File: config.mk
export PLATFORM = sky130hd
export DESIGN_NAME = store_write_buffer
export DESIGN_NICKNAME = d
export VERILOG_FILES = /design/src/rtl/store_write_buffer.sv
export SDC_FILE = /design/constraint.sdc
export NUM_CORES = 1
export LEC_CHECK = 0
export CORE_ASPECT_RATIO = 0.7
export CORE_MARGIN = 8
export CORE_UTILIZATION = 54
export DETAILED_ROUTE_END_ITERATION = 6
export HOLD_SLACK_MARGIN = 0.1
export PLACE_DENSITY = 0.88
export SYNTH_ARGS = -nofsm -noshare
export SYNTH_HDL_FRONTEND = slang
export SYNTH_SLANG_ARGS = --single-unit
File: constraint.sdc
create_clock -name clk -period 9.6 [get_ports clk]
set_input_delay 1.92 -clock clk [delete_from_list [all_inputs] [get_ports clk]]
set_output_delay 1.92 -clock clk [all_outputs]
set_load 0.03 [all_outputs]
File: src/rtl/store_write_buffer.sv
// store_write_buffer
// Posted-store FIFO between the MEM stage and a single-port data memory.
// Stores are accepted in one cycle and drained to memory in the background,
// one per cycle, whenever the memory port is not claimed by a load miss.
// Loads are answered from the newest matching buffered store when possible,
// otherwise they pass straight through to memory combinationally.
//
// Ports:
//   clk, rst          clock, asynchronous active-high reset
//   req_read          MEM-stage load request
//   req_write         MEM-stage store request (wins if both are high)
//   req_addr          word address of the load or store
//   req_wdata         store data
//   rdata             load result (combinational, 0 when no load)
//   stall             store refused this cycle because the buffer is full
//   empty, count      occupancy status
//   mem_addr/mem_wdata/mem_read/mem_write  data-memory port
//   mem_rdata         combinational read data from data memory
module store_write_buffer #(
    parameter int DEPTH = 4,
    parameter int PTR_W = 2
) (
    input  logic             clk,
    input  logic             rst,
    input  logic             req_read,
    input  logic             req_write,
    input  logic [31:0]      req_addr,
    input  logic [31:0]      req_wdata,
    output logic [31:0]      rdata,
    output logic             stall,
    output logic             empty,
    output logic [PTR_W:0]   count,
    output logic [31:0]      mem_addr,
    output logic [31:0]      mem_wdata,
    output logic             mem_read,
    output logic             mem_write,
    input  logic [31:0]      mem_rdata
);

    logic [31:0]      addr_q [DEPTH];
    logic [31:0]      data_q [DEPTH];
    logic [PTR_W-1:0] head_q, head_d;
    logic [PTR_W-1:0] tail_q, tail_d;
    logic [PTR_W:0]   count_q, count_d;

    logic             is_load_s;
    logic             hit_s;
    logic [31:0]      fwd_data_s;
    logic             load_miss_s;
    logic             full_s;
    logic             drain_s;
    logic             enq_s;

    // Forwarding lookup: walk entries oldest to newest so the last match wins.
    always_comb begin
        hit_s      = 1'b0;
        fwd_data_s = 32'h0000_0000;
        for (int i = 0; i < DEPTH; i++) begin
            if (((PTR_W+1)'(i) < count_q) && (addr_q[head_q + PTR_W'(i)] == req_addr)) begin
                hit_s      = 1'b1;
                fwd_data_s = data_q[head_q + PTR_W'(i)];
            end else begin
                hit_s      = hit_s;
                fwd_data_s = fwd_data_s;
            end
        end
    end

    // Request decode; everything is gated by rst so outputs read 0 during reset.
    // A store that arrives while full is refused even if a drain frees a slot
    // this cycle, which keeps stall independent of the drain path.
    always_comb begin
        is_load_s   = req_read & ~req_write & ~rst;
        load_miss_s = is_load_s & ~hit_s;
        full_s      = (count_q == (PTR_W+1)'(DEPTH));
        drain_s     = (count_q != {(PTR_W+1){1'b0}}) & ~load_miss_s & ~rst;
        enq_s       = req_write & ~full_s & ~rst;
    end

    // Memory port, load result and status outputs.
    always_comb begin
        mem_read  = load_miss_s;
        mem_write = drain_s;
        stall     = req_write & full_s & ~rst;
        empty     = (count_q == {(PTR_W+1){1'b0}});
        count     = count_q;
        if (load_miss_s) begin
            mem_addr  = req_addr;
            mem_wdata = 32'h0000_0000;
        end else if (drain_s) begin
            mem_addr  = addr_q[head_q];
            mem_wdata = data_q[head_q];
        end else begin
            mem_addr  = 32'h0000_0000;
            mem_wdata = 32'h0000_0000;
        end
        if (!is_load_s) begin
            rdata = 32'h0000_0000;
        end else if (hit_s) begin
            rdata = fwd_data_s;
        end else begin
            rdata = mem_rdata;
        end
    end

    // Next-state pointers and occupancy.
    always_comb begin
        head_d = drain_s ? (head_q + {{(PTR_W-1){1'b0}}, 1'b1}) : head_q;
        tail_d = enq_s   ? (tail_q + {{(PTR_W-1){1'b0}}, 1'b1}) : tail_q;
        case ({enq_s, drain_s})
            2'b10:   count_d = count_q + {{PTR_W{1'b0}}, 1'b1};
            2'b01:   count_d = count_q - {{PTR_W{1'b0}}, 1'b1};
            default: count_d = count_q;
        endcase
    end

    // State registers; buffered stores are discarded on reset.
    always_ff @(posedge clk or posedge rst) begin
        if (rst) begin
            head_q  <= {PTR_W{1'b0}};
            tail_q  <= {PTR_W{1'b0}};
            count_q <= {(PTR_W+1){1'b0}};
            for (int i = 0; i < DEPTH; i++) begin
                addr_q[i] <= 32'h0000_0000;
                data_q[i] <= 32'h0000_0000;
            end
        end else begin
            head_q  <= head_d;
            tail_q  <= tail_d;
            count_q <= count_d;
            if (enq_s) begin
                addr_q[tail_q] <= req_addr;
                data_q[tail_q] <= req_wdata;
            end
        end
    end

endmodule

==> results of run 1 <==
## report_power, final
| group | internal [mW] | total [mW] | switching, mW |
|---|---|---|---|
| clock network | 0.699 | 1.20 | 0.504 |
| registers | 1.66 | 2.34 | 0.685 |
| logic | 2.60 | 6.01 | 3.41 |
| total | 4.96 | 9.56 | 4.60 |
## metal layers
metal / part of all wire / vias to the layer above / global-route usage
met3: 0.12 / 247 / 0.08005
met2: 0.43 / 1424 / 0.4930
met5: 0 / - / 0
li1: - / 8586 / -
met4: 0.038 / 0 / 0.1050
met1: 0.41 / 10043 / 0.4644
## tightest hold or removal path, delay by kind of cell (launching register included)
family             cells  cell delay (ns)
and+or+nand+nor        1             0.05
DFF                    1             0.36
AOI/OAI and AO/OA      1             0.06
## synthesized netlist by cell type, types with 36 or more instances
| library cell | instances | area (um2) |
|---|---|---|
| sky130_fd_sc_hd__a2111oi_0 | 38 | 332.8 |
| sky130_fd_sc_hd__mux2_2 | 252 | 2838 |
| sky130_fd_sc_hd__nor3_1 | 66 | 330.3 |
| sky130_fd_sc_hd__nor4_1 | 38 | 237.7 |
| sky130_fd_sc_hd__a211oi_1 | 40 | 300.3 |
| sky130_fd_sc_hd__mux4_2 | 87 | 1959 |
| sky130_fd_sc_hd__nor2_1 | 124 | 465.5 |
| sky130_fd_sc_hd__clkbuf_1 | 128 | 480.5 |
| sky130_fd_sc_hd__o21ai_0 | 137 | 685.7 |
| sky130_fd_sc_hd__and2_1 | 45 | 281.5 |
| sky130_fd_sc_hd__dfrtp_1 | 263 | 6581 |
| sky130_fd_sc_hd__a21oi_1 | 81 | 405.4 |
| sky130_fd_sc_hd__xnor2_1 | 89 | 779.5 |
| sky130_fd_sc_hd__o211ai_1 | 36 | 270.3 |
| sky130_fd_sc_hd__mux2i_1 | 177 | 1772 |
| sky130_fd_sc_hd__nand2_1 | 192 | 720.7 |
## cell families after synthesis
| logic type | share of synthesized area |
|---|---|
| compound gates | 0.1444 |
| xor+xnor | 0.03840 |
| fa+ha+maj | 0.005142 |
| buf+inv | 0.05754 |
| flops | 0.3005 |
| mux | 0.3092 |
| simple gates | 0.1448 |
## stage by stage
| stage | util | std cells | worst slack [ns] |
|---|---|---|---|
| after global routing | 0.6260 | 2860 | 0.7586 |
| final | 0.6261 | 2861 | 0.8038 |
| after floorplan | - | 2259 | 1.408 |
| after CTS | 0.6259 | 2859 | 1.127 |
| after detailed placement | 0.6007 | 2807 | 1.133 |
| after global placement | 0.6007 | 2807 | 1.036 |
## sequential cells by signal, summed over array words and instances (netlist names)
| name | cells |
|---|---|
| addr_q | 128 |
| data_q | 128 |
| tail_q | 2 |
| head_q | 2 |
| count | 3 |
## worst min path at each step
| stage | start | to | slack [ns] | depth (start not counted) |
|---|---|---|---|---|
| floorplan | addr_q[108] | addr_q[108] | 0.47 | 2 |
| global placement | addr_q[12] | addr_q[12] | 0.49 | 2 |
| detailed placement | addr_q[76] | addr_q[76] | 0.50 | 2 |
| CTS | addr_q[76] | addr_q[76] | 0.51 | 2 |
| global route | data_q[74] | data_q[74] | 0.55 | 1 |
| finish | addr_q[76] | addr_q[76] | 0.51 | 2 |
## layout by cell type, fill, tap and decap left out, types with 10 or more instances in the layout
cell                              Yosys  final
sky130_fd_sc_hd__or3_1               35     35
sky130_fd_sc_hd__and3_1              10     10
sky130_fd_sc_hd__mux4_2              87     87
sky130_fd_sc_hd__mux2_2             252    252
sky130_fd_sc_hd__and2_1              45     45
sky130_fd_sc_hd__dfrtp_1            263    261
sky130_fd_sc_hd__clkdlybuf4s50_1      0    202
sky130_fd_sc_hd__a21oi_1             81     81
sky130_fd_sc_hd__a211oi_1            40     40
sky130_fd_sc_hd__inv_1               28     26
sky130_fd_sc_hd__o21ai_0            137    137
sky130_fd_sc_hd__xnor2_1             89     89
sky130_fd_sc_hd__nand2b_1            13     13
sky130_fd_sc_hd__nand3_1             22     22
sky130_fd_sc_hd__a2111oi_0           38     38
sky130_fd_sc_hd__nand4_1             29     29
sky130_fd_sc_hd__o2bb2ai_1           32     31
sky130_fd_sc_hd__clkbuf_16            0     28
sky130_fd_sc_hd__nand2_1            192    188
sky130_fd_sc_hd__nor3_1              66     65
sky130_fd_sc_hd__nor2_1             124    123
sky130_fd_sc_hd__o221ai_1            11     11
sky130_fd_sc_hd__o311ai_0            33     33
sky130_fd_sc_hd__nor3_2              12     12
sky130_fd_sc_hd__buf_4               11     35
sky130_fd_sc_hd__o211ai_1            36     36
sky130_fd_sc_hd__nor4_1              38     38
sky130_fd_sc_hd__mux2i_1            177    177
sky130_fd_sc_hd__mux2_4              12     12
## final cells by class
class                      count  area share
clock inverter                18     0.01018
multi-input combinational   1735      0.5671
clock buffer                  34     0.03020
inverter                      31    0.004916
timing repair buffer         243     0.09641
tap                          535     0.02684
antenna                        2   0.0002007
sequential                   263      0.2642
==> impl_metrics.yaml, run 1 <==
run:
  cap_viol_max_count: 0
critical_path:
  most_frequent_cell_on_the_critical_path: "sky130_fd_sc_hd__clkdlybuf4s50_1"
  cp_data_required_time_ns: 7.68
  crit_end: "rdata[26]"
  worst_path_largest_cell_delay_ns: 0.83
  setup.reg_to_reg.worst_slack_ns: 3.81
  path_class: "in -> out"
  crit_cells: 10
  critPathArrivalTime_ns: 6.88
  crit_fanout: 47
  timing.critical_path.max_delay_family: "buffers and inverters"
  timing.critical_path.buf_inv: 3
  r2r_end: "count[2]"
  setup.worst_path.start_class: "primary input"
  timing.critical_path.cells: "clkdlybuf4s50_1 > xnor2_1 > nand4_1 > or4b_1 > nor3_2 > and2_2 > buf_4 > o311ai_0 > o2bb2ai_1 > clkdlybuf4s50_1"
  r2r.worst_path.cells: 14
  timing.critical_path.from: "req_addr[24]"
  critical_path.reg2reg.startpoint: "head_q[0]"
  crit_slowest_cell: "sky130_fd_sc_hd__xnor2_1"
  critical_path.endpoint_type: "output pin"
logic_synthesis:
  postSynthCellCount: 2259
  netlist-cell-type-count: 83
  ys_dominant_reg_cell: "sky130_fd_sc_hd__dfrtp_1"
  synth_edf_count: 0
  synth_nets: 2368
  syn-mean-instance-area_um2: 9.694
  postSynthRegisterBits: 263
  asyncSetResetFlopFracSynth: 1.000
  synth_sequential_area_ratio: 0.3005
  post_synth_instance_area_mm2: 0.02190
  ys.warnings.count: 0
layout:
  syn_to_final_growth_pct: 13.90
  layout.area.seq_mm2: 0.006589
  layout.filler_cells: 3183
  drive_gt1_frac: 0.2057
  multi_input_comb_area_mm2: 0.01414
  final_area_mm2: 0.02494
  nets_final: 2411
grt:
  grt_start_max_net_pins: 94
  antenna_found_initial: 1
  grt_pass1_vias: 19498
  global_route.usage.total: 0.3283
  grt_first_pass_wirelength_um: 122700
  global_route.overflow_total: 0
pwr:
  pwr_density_cell_mw_per_mm2: 383.2
  post-layout-total-power_mw: 9.557
  max-vdd-ir-drop_v: 0.0001936
  p_leak_nw: 9.586
clock_tree:
  count_of_instances_resized_after_the_clock_tree_is_built: 0
  cts_root_buffer: "sky130_fd_sc_hd__clkbuf_16"
  clkLatencyLatePin_ns: 0.60
  clock_sink_count: 263
  ctsHoldBuffers: 0
  cts_inserted_buffers: 28
  cts_setup_buffers: 0
  cts-htree-levels: 1
  tritoncts: "built"
  cts.reportedPaths.clkPinSlew_ns: 0.06
  cts.path.max_buffers: 3
route:
  routedWlPerCell_um: 28.13
  routed-via-count: 20300
  detail_route.iter0.violations: 2941
  viasPerCell: 7.095
  detailedRoute.firstPassIterationCount: 6
  ant_nets: 0
  drcViolationCount: 0
  wirelength_um: 80480
die:
  initial_standard_cell_utilization_of_the_core: 0.5497
  floorplan.rows: 61
  floorplan.core_area_mm2: 0.03984
  floorplan.die.height_um: 184.5
  die_area_mm2: 0.04736
  dieWidth_um: 256.7
  ioPinCount: 203
placed_design:
  finalWeightedCongestion: 1.068
  dpl-instance-area_mm2: 0.02393
  place.detailed.hpwl_um: 56760
  place.port_buffers: 202
timing:
  setup-violations-final: 0
  setup-tns-final_ns: 0
  max-slew-margin-rel: 0.2030
  grt_setup_unrepaired: "no"
  fin_hold_ws_ns: 0.5111
  report.final.slew_viol_count: 0
  final_hold_viol_count: 0
  fmax_ghz: 0.1137
  tightestPinTransition_ns: 1.196
  fin_worst_skew_ns: 0.03443
  final.period_utilization: 0.9163
  period_minus_slack_ns: 8.796
min_path:
  hp-class: "reg -> reg"
status:
  status: "completed"
(Power assumes the default switching activity.)
==> run 2: changes to the inputs <==
--- a/constraint.sdc
+++ b/constraint.sdc
@@ -3,2 +3,2 @@
 set_output_delay 1.92 -clock clk [all_outputs]
-set_load 0.03 [all_outputs]
+set_load 0.01 [all_outputs]
==> run 2 against run 1 <==
The run now ends with design-rule violations left. Critical endpoint is now mem_addr[20]. Worst setup slack improved by 0.14 ns. Sequential power is essentially flat. Utilization fell by 0.26 points. Worst hold slack is essentially flat. Clock power is 6% lower. Clock skew fell by 0.0068 ns. Design area fell by 0.42%. First-iteration DRC count rose by 15%. Count of clock-buffer cells in the layout up 4. Fmax rose by 1.6%. Critical path depth up 1. Largest power group unchanged.
==> impl_metrics.yaml, run 2 (synthesized netlist as in run 1, its figures left out) <==
min_path:
  min_delay_worst_endpoint: "addr_q[76]"
  hold_path_depth: 2
  launch_instance_of_the_worst_min_delay_path: "addr_q[76]"
  hp-class: "reg -> reg"
timing:
  period_minus_slack_ns: 8.656
  final.period_utilization: 0.9017
  fmax_ghz: 0.1155
  setup-tns-final_ns: 0
  setup-violations-final: 0
  tightestPinTransition_ns: 1.325
  max-slew-margin-rel: 0.1169
  fin_hold_ws_ns: 0.5113
  final.setup.worst_slack_ns: 0.9441
  fin_worst_skew_ns: 0.02767
  grt_setup_unrepaired: "no"
  report.final.slew_viol_count: 0
  final_hold_viol_count: 0
grt:
  antenna_found_initial: 2
  grt_pass1_vias: 19731
  global_route.overflow_total: 0
  global_route.usage.total: 0.3271
  grt_first_pass_wirelength_um: 122500
  grt_start_max_net_pins: 187
pwr:
  power.share.combinational: 0.624
  switching_power_mw: 4.367
  p_leak_nw: 9.569
  power_frac_seq: 0.254
  pwr_density_cell_mw_per_mm2: 372.8
  internal-power_mw: 4.892
  clock_power_share: 0.122
  power.share.switching: 0.4717
  post-layout-total-power_mw: 9.259
  max-vdd-ir-drop_v: 0.0002160
critical_path:
  critical_path.reg2reg.startpoint: "head_q[0]"
  most_frequent_cell_on_the_critical_path: "sky130_fd_sc_hd__clkdlybuf4s50_1"
  cp_data_required_time_ns: 7.68
  path_class: "in -> out"
  r2r.worst_path.cells: 13
  setup.worst_path.start_class: "primary input"
  worst_path_largest_cell_delay_ns: 0.92
  timing.critical_path.cells: "clkdlybuf4s50_1 > nor2b_1 > mux2i_1 > o221ai_1 > nand4b_1 > nor4_1 > a21oi_1 > and4_4 > buf_4 > mux2_4 > clkdlybuf4s50_1"
  critical_path.endpoint_type: "output pin"
  crit_fanout: 48
  crit_slowest_cell: "sky130_fd_sc_hd__clkdlybuf4s50_1"
  setup.reg_to_reg.worst_slack_ns: 4.15
  r2r_end: "count[2]"
  critPathArrivalTime_ns: 6.74
placed_design:
  dpl-instance-area_mm2: 0.02391
  finalWeightedCongestion: 1.052
  place.detailed.hpwl_um: 55900
  place.port_buffers: 202
  placed_cells: 2808
  detailedPlace.worstSlack_ns: 0.8553
clock_tree:
  clkLatencyLatePin_ns: 0.60
  cts.reportedPaths.clkPinSlew_ns: 0.06
  cts_root_buffer: "sky130_fd_sc_hd__clkbuf_16"
  ctsHoldBuffers: 0
  cts.path.max_buffers: 3
  cts_inserted_buffers: 29
  count_of_instances_resized_after_the_clock_tree_is_built: 0
  cts_setup_buffers: 0
  clock_sink_count: 263
  tritoncts: "built"
  cts-htree-levels: 1
die:
  floorplan.die.height_um: 184.5
  floorplan.core_area_mm2: 0.03984
  initial_standard_cell_utilization_of_the_core: 0.5497
  dieWidth_um: 256.7
  die_area_mm2: 0.04736
  floorplan.rows: 61
  ioPinCount: 203
route:
  viasPerCell: 7.122
  routedWlPerCell_um: 28.11
  routed-via-count: 20363
  wirelength_um: 80360
  detail_route.iter0.violations: 3379
  ant_nets: 0
  drcViolationCount: 31
  detailedRoute.firstPassIterationCount: 7
run:
  cap_viol_max_count: 0
status:
  status: "finished, violations left"
  failed_checks: "design-rule violations"
layout:
  syn_to_final_growth_pct: 13.43
  nets_final: 2414
  highest_count_cells_in_the_layout_ignoring_fill_and_taps: "261 x sky130_fd_sc_hd__dfrtp_1, 252 x sky130_fd_sc_hd__mux2_2, 202 x sky130_fd_sc_hd__clkdlybuf4s50_1, 188 x sky130_fd_sc_hd__nand2_1, 177 x sky130_fd_sc_hd__mux2i_1"
  number_of_cells_in_the_finished_layout_apart_from_fillers: 2859
  final_util: 0.6235
  drive_gt1_frac: 0.2045
  final_area_mm2: 0.02484
  mostFrequentLayoutCell: "sky130_fd_sc_hd__dfrtp_1"
[run 2: how the worst max path moves through the flow]
stage                         endpoint  cells past startpoint          from
after floorplan                  stall                      3           rst
after global placement       rdata[31]                     10  req_addr[13]
after detailed placement     rdata[31]                     10  req_addr[13]
after CTS                    rdata[31]                     10  req_addr[13]
after global routing         rdata[15]                     10  req_addr[13]
final                     mem_addr[20]                     11   req_addr[5]
[run 2: cell type report]
cell class / instances / area, um2
Multi-Input combinational cell: 1735 / 14140
Sequential cell: 263 / 6589
Clock inverter: 11 / 123.9
Fill cell: 3141 / 15000
Tap cell: 535 / 669.4
Clock buffer: 38 / 799.5
Inverter: 31 / 122.6
Antenna cell: 1 / 2.502
Timing Repair Buffer: 245 / 2392
[run 2: layer usage]
| metal | vias up | share of wire | global-route usage |
|---|---|---|---|
| li1 | 8598 | - | - |
| met1 | 10001 | 0.40 | 0.4566 |
| met4 | 2 | 0.042 | 0.1165 |
| met2 | 1500 | 0.44 | 0.4976 |
| met5 | - | 0.00015 | 0.003083 |
| met3 | 262 | 0.12 | 0.07322 |
[run 2: worst max-delay path, delay by kind of cell]
kind,cells,cell delay [ns]
muxes,2,0.80
AOI/OAI and AO/OA,2,0.76
and+or+nand+nor,4,1.21
buffers and inverters,3,2.02
[run 2: power groups by stage]
stage / logic (mW) / registers, mW / clock network (mW)
floorplan: 4.13 / 2.03 / 0
global placement: 5.42 / 2.24 / 0
detailed placement: 5.56 / 2.33 / 0
CTS: 5.61 / 2.32 / 1.13
global route: 6.09 / 2.43 / 1.18
finish: 5.78 / 2.35 / 1.13
